[src/rtl/cnn_pkg.sv]
// Shared definitions for the reconfigurable CNN datapath.
// LANES       : number of parallel lanes a word carries.
// lane_idx_t  : index of one lane within a word.
// ser_state_t : control state of the lane serializer.
package cnn_pkg;
  localparam int LANES = 4;

  typedef logic [1:0] lane_idx_t;

  typedef enum logic {
    IDLE  = 1'b0,
    SHIFT = 1'b1
  } ser_state_t;
endpackage

[src/rtl/serializer_ctrl.sv]
// Control path of the lane serializer: FSM, lane counter and last-lane register.
// Ports:
//   clk, rst_n   clock, asynchronous active-low reset
//   cfg_lanes    active lanes minus one, taken only when a word is captured
//   in_valid     upstream word valid
//   out_ready    downstream accepts the current beat
//   in_ready     a word can be captured this cycle
//   capture      a word is captured at the next rising edge (hold-register load)
//   out_valid    a serial beat is presented
//   out_last     current beat is the final active lane of the word
//   lane         current lane select
//   state        FSM state, exported for observation
//
// Handshake semantics (both sides): a transfer happens on a rising edge where
// valid and ready are both high; a valid source keeps its data stable until
// that edge.
module serializer_ctrl
  import cnn_pkg::*;
(
  input  logic       clk,
  input  logic       rst_n,
  input  lane_idx_t  cfg_lanes,
  input  logic       in_valid,
  input  logic       out_ready,
  output logic       in_ready,
  output logic       capture,
  output logic       out_valid,
  output logic       out_last,
  output lane_idx_t  lane,
  output ser_state_t state
);

  ser_state_t state_d;
  lane_idx_t  lane_d;
  lane_idx_t  last_idx;
  lane_idx_t  last_idx_d;
  logic       beat;

  always_ff @(posedge clk or negedge rst_n) begin
    if (!rst_n) begin
      state    <= IDLE;
      lane     <= '0;
      last_idx <= '0;
    end else begin
      state    <= state_d;
      lane     <= lane_d;
      last_idx <= last_idx_d;
    end
  end

  always_comb begin
    state_d    = state;
    lane_d     = lane;
    last_idx_d = last_idx;

    out_valid  = (state == SHIFT);
    out_last   = out_valid && (lane == last_idx);
    beat       = out_valid && out_ready;
    // The last beat of a word frees the hold registers in the same cycle,
    // so a waiting word is taken with no bubble (out_ready -> in_ready path).
    in_ready   = (state == IDLE) || (beat && out_last);
    capture    = in_valid && in_ready;

    if (capture) begin
      state_d    = SHIFT;
      lane_d     = '0;
      last_idx_d = cfg_lanes;
    end else if (beat) begin
      if (out_last) begin
        state_d = IDLE;
        lane_d  = '0;
      end else begin
        lane_d = lane + 2'd1;
      end
    end
  end

endmodule

[src/rtl/lane_serializer.sv]
// Parallel-to-serial stage: captures a four-lane word and emits its active
// lanes one per accepted beat, lane 0 first.
// Ports:
//   clk, rst_n              clock, asynchronous active-low reset
//   cfg_lanes               active lanes minus one, sampled at word capture
//   in_valid / in_ready     upstream word handshake
//   in_data_0 .. in_data_3  parallel lanes
//   out_valid / out_ready   downstream beat handshake
//   out_data                value of the current lane
//   out_lane                index of the current lane
//   out_last                current beat is the final active lane
module lane_serializer
  import cnn_pkg::*;
#(
  parameter int DataWidth = 8
) (
  input  logic                 clk,
  input  logic                 rst_n,
  input  logic [1:0]           cfg_lanes,
  input  logic                 in_valid,
  output logic                 in_ready,
  input  logic [DataWidth-1:0] in_data_3,
  input  logic [DataWidth-1:0] in_data_2,
  input  logic [DataWidth-1:0] in_data_1,
  input  logic [DataWidth-1:0] in_data_0,
  output logic                 out_valid,
  input  logic                 out_ready,
  output logic [DataWidth-1:0] out_data,
  output logic [1:0]           out_lane,
  output logic                 out_last
);

  logic [DataWidth-1:0] hold [LANES];
  logic                 capture;
  lane_idx_t            lane;
  ser_state_t           state;

  serializer_ctrl u_ctrl (
    .clk       (clk),
    .rst_n     (rst_n),
    .cfg_lanes (cfg_lanes),
    .in_valid  (in_valid),
    .out_ready (out_ready),
    .in_ready  (in_ready),
    .capture   (capture),
    .out_valid (out_valid),
    .out_last  (out_last),
    .lane      (lane),
    .state     (state)
  );

  always_ff @(posedge clk or negedge rst_n) begin
    if (!rst_n) begin
      for (int i = 0; i < LANES; i++) hold[i] <= '0;
    end else if (capture) begin
      hold[0] <= in_data_0;
      hold[1] <= in_data_1;
      hold[2] <= in_data_2;
      hold[3] <= in_data_3;
    end
  end

  // Output is forced to zero outside SHIFT so stale words never leak out.
  assign out_data = (state == SHIFT) ? hold[lane] : '0;
  assign out_lane = lane;

endmodule

[config.mk]
export PLATFORM = sky130hd
export DESIGN_NAME = lane_serializer
export DESIGN_NICKNAME = d
export VERILOG_FILES = /design/src/rtl/cnn_pkg.sv /design/src/rtl/serializer_ctrl.sv /design/src/rtl/lane_serializer.sv
export SDC_FILE = /design/constraint.sdc
export NUM_CORES = 1
export LEC_CHECK = 0
export CELL_PAD_IN_SITES_DETAIL_PLACEMENT = 0
export CELL_PAD_IN_SITES_GLOBAL_PLACEMENT = 2
export CORE_MARGIN = 2
export CORE_UTILIZATION = 35
export CTS_BUF_LIST = sky130_fd_sc_hd__clkbuf_4 sky130_fd_sc_hd__clkbuf_8 sky130_fd_sc_hd__clkbuf_16
export DETAILED_ROUTE_END_ITERATION = 16
export PLACE_DENSITY = 0.89
export SLEW_MARGIN = 20
export SYNTH_ARGS = -nofsm -noshare
export SYNTH_HDL_FRONTEND = slang
export SYNTH_SLANG_ARGS = --single-unit
[constraint.sdc]
create_clock -name clk -period 4.5 [get_ports clk]
set_input_delay 0.45 -clock clk [delete_from_list [all_inputs] [get_ports clk]]
set_output_delay 0.45 -clock clk [all_outputs]
set_load 0.01 [all_outputs]
-- After elaboration in Yosys (flattened, before gate mapping)
Cells that the tools add are included.
Widths: inputs -> output; s select.
- register bits after elaboration: 37
- input port bits: 38
- word-level logic and storage cells: 30
- add/subtract/negate cells: 1
- order comparisons: 1
- equality and inequality tests: 1
- muxes and demuxes: 10
- bitwise operators: 2
- reductions and logical operators: 8
- operator list (cell ; number):
    $mux 8 ; 3
    $bmux 8 s2 ; 1
    $mux 2 ; 3
    $logic_and 1x1->1 ; 4
    $reduce_bool 2->1 ; 2
    $ge 3x3->1 const B ; 1
    $mux 1 ; 3
    $not 2->3 ; 1
    $add 2x1->2 const B ; 1
    $eq 2x2->1 ; 1
    $reduce_and 2->1 ; 1
    $logic_or 1x1->1 ; 1
    $not 1->1 ; 1

-- Longest topological paths before layout
- word-level depth: 7
- depth in mapped cells: 5
- gate-level depth less buffers: 3

-- Modules after synthesis
Synthesis repeated with hierarchy kept, for this count alone.
- cells, all modules: 135
- area, all modules: 1855.5 sq um
- modules (own cells, without submodules) (module ; times used ; cells each ; area an instance (sq um)):
    lane_serializer ; 1 ; 97 ; 1491.4
    serializer_ctrl ; 1 ; 38 ; 364.1

-- Worst setup path after synthesis
No wires, ideal clock.
- path type: register -> output
- from: register u_ctrl.lane[0]
- to: output port out_data[2]
- arrival: 1.471 ns
- data required time: 4.050 ns
- setup slack: 2.579 ns
- stages on the path, launching flop included: 5
- buffers on the path: 2
- path through: dfrtp_1 > buf_4 > buf_2 > mux4_2 > and2_1
- longest elaborated chain between the ends: 5
- ends and longest elaborated chain (element ; RTL line ; source):
    from (decl) ; serializer_ctrl.sv:29 ; output lane_idx_t lane,
    from (signal assigned) ; serializer_ctrl.sv:46 ; lane <= lane_d;
    $not 2->3 (implied by the code) ; lane_serializer.sv:64 ; assign out_data = (state == SHIFT) ? hold[lane] : '0;
    $bmux 8 s2 ; lane_serializer.sv:64 ;
    $mux 8 (implied by the code) (2 in series) ; lane_serializer.sv:64 ;
    $mux 8 ; lane_serializer.sv:64 ;
    to (decl) ; lane_serializer.sv:28 ; output logic [DataWidth-1:0] out_data,
No other way between the ends. The select of a mux whose other input is x is not followed.

-- Worst setup path after layout
- from: register u_ctrl.lane[0]
- to: output port out_data[4]
The elaborated chain is that of the path after synthesis.

==> impl_metrics.yaml <==
die:
  die_area_um2: 6110
  ios: 51
  fp.dieH_um: 78.2
  dieWidth_um: 78.2
  initial_core_util_pct: 37.0
  rows: 26
  core-area_um2: 5200
worst_setup_path:
  start_kind: "register"
  worst_path_largest_cell_delay_ns: 0.86
  crit_arrival_ns: 2.39
  worst_setup_path_end_kind: "primary output"
  path_class: "reg -> out"
  path_max_fanout: 15
  r2r_start: "u_ctrl.lane[0]"
  startpoint: "u_ctrl.lane[0]"
  cp_data_required_time_ns: 4.05
  path_cells: "mux4_2 > and2_1 > clkdlybuf4s50_1"
  slowest_stage: "dfrtp_1"
synthesis:
  synth.distinct_cells: 30
  postSynthCellCount: 124
  syn_area_um2: 1920
  async_flop_share_pct: 100
  syn_area_per_cell_um2: 15.5
  yosys_warnings: 0
  synth-seq-cells: 37
  seq_area_frac_synth_pct: 48.1
  synthFlopType: "dfrtp_1"
  syn-num-nets: 162
  synth_edf_count: 0
hold_path:
  hold_class: "in -> async"
timing:
  skew_ns: 0.00333
  setup_viol: 0
  max_freq_mhz: 352
  max_slew_margin_pct: 46.1
  finalSetupTns_ns: 0
  layout_min_cycle_time_ns: 2.84
  worstMarginPinSlew_ns: 0.809
  drv_slew: 0
  rsz0062_at_grt: "no"
  finalCritPeriodShare_pct: 63.1
  hold_viol_final: 0
grt:
  overflow: 0
  grt_max_degree: 38
  grt_pass1_wl_mm: 6.77
  grtUsageTotal_pct: 14.0
  antenna_found_initial: 0
  grt_pass1_vias: 1377
finish:
  final_area_um2: 2580
  final_common_cell: "clkdlybuf4s50_1"
  drive_gt1_share_pct: 29.7
  multi_input_area_um2: 930
  instances_no_fill: 245
  fin_nets: 212
  regArea_um2: 926
  fill_cells: 462
  area_delta_synth_final_pct: 33.9
  layout_common_cells: "clkdlybuf4s50_1, dfrtp_1, mux2_4, mux4_2, and2_1"
  insertedDiodeCount: 0
route:
  wirelength_mm: 3.99
  postRouteAntennaNets: 0
  drtIter0Drc: 51
  via_per_inst: 5.06
  drc: 0
  drt-pass1-iter-count: 4
  wl_per_cell_um: 16.3
  vias: 1239
clock_network:
  clk-insertion-delay-late_ns: 0.28
  hold_buffers: 0
  cts_buffers: 5
  htree_levels: 2
  ctsRootBufferMaster: "clkbuf_8"
  cts_tree: "yes"
  postCtsSetupBuffers: 0
  clock_sinks: 37
  clk_pin_slew_ns: 0.07
  cts_resized: 0
  clockBufferDepth: 2
placement:
  dp.cells: 237
  port_buffers: 50
  dp.final_hpwl_mm: 2.79
  place_area_um2: 2440
  gp_congestion: 0.660
power_and_ir_drop:
  power_per_cell_area_nw_per_um2: 745
  peakVddDrop_uv: 399
  p_leak_nw: 1.09
flow_run:
  drv_cap: 0
run_status:
  status: "finished, final reports clean"
==> through the flow <==
stage | setup WS (ns) | utilization, % | hold WS (ns) | power [W]
3_3_place_gp | 1.97 | 46.9 | 0.493 | 0.00157
4_1_cts | 1.61 | 49.5 | 0.272 | 0.00194
6_report | 1.66 | 49.5 | 0.256 | 0.00192
5_1_grt | 1.49 | 49.5 | 0.308 | 0.00204
3_5_place_dp | 1.94 | 46.9 | 0.492 | 0.00160
2_1_floorplan | 2.58 | - | 0.154 | 0.00128
==> final cells by class <==
type	instances	share of cell area [%]
Inverter	1	0.146
Sequential cell	37	35.9
Clock inverter	3	2.53
Multi-Input combinational cell	79	36.1
Timing Repair Buffer	50	19.2
Clock buffer	5	2.67
Tap cell	70	3.40
==> where the power goes <==
| part | internal (W) | switching [W] | total (W) | leakage [nW] |
|---|---|---|---|---|
| combinational | 0.000642 | 0.000276 | 0.000918 | 0.588 |
| sequential | 0.000498 | 0.000167 | 0.000665 | 0.434 |
| clock | 0.000220 | 0.000115 | 0.000335 | 0.0681 |
| total | 0.00136 | 0.000559 | 0.00192 | 1.09 |
==> Yosys cell counts, types with 2 or more instances <==
cell / number / area, µm²
clkbuf_1: 2 / 7.51
mux2_4: 30 / 450
mux2_2: 2 / 22.5
dfrtp_1: 37 / 926
nor2b_1: 3 / 18.8
o31ai_1: 2 / 15.0
a21o_1: 2 / 15.0
nand3_1: 3 / 15.0
buf_8: 3 / 45.0
and2_1: 8 / 50.1
mux4_2: 8 / 180
o211ai_1: 2 / 15.0
nand2_1: 5 / 18.8
==> per-layer routing <==
metal	part of all wire [%]	vias up	global-route usage, %
met5	0	-	0
met4	0.30	0	3.16
met3	5.2	4	3.91
met2	49	38	22.5
met1	46	645	19.0
li1	-	552	-
==> path summary, 6_finish.rpt <==
kind	endpoint	slack (ns)	cells past startpoint
min reg2reg	hold[7]	0.51	1
min	hold[11]	0.26	1
min in group clk	hold[7]	0.51	1
max in group asynchronous	u_ctrl.last_idx[0]	3.74	1
max	out_data[4]	1.66	3
max reg2reg	hold[6]	2.22	3
==> registers in the layout, indices dropped and copies added, names as in the netlist <==
| signal | flops |
|---|---|
| hold | 32 |
| u_ctrl.lane | 2 |
| u_ctrl.last_idx | 2 |
| u_ctrl.out_valid | 1 |
==> cell families after synthesis <==
group | share of synthesized area (%)
AO/OA/AOI/OAI | 5.14
XOR/XNOR | 1.76
buffers and inverters | 3.58
flip-flops | 48.1
multiplexers | 33.9
AND/OR/NAND/NOR | 7.48
==> worst max-delay path, delay by kind of cell, from the launching register on <==
kind / cells / cell delay (ns)
flip-flops: 1 / 0.86
multiplexers: 1 / 0.59
buffers and inverters: 1 / 0.48
AND/OR/NAND/NOR: 1 / 0.17
No activity file was read; power rests on OpenSTA's default activity.
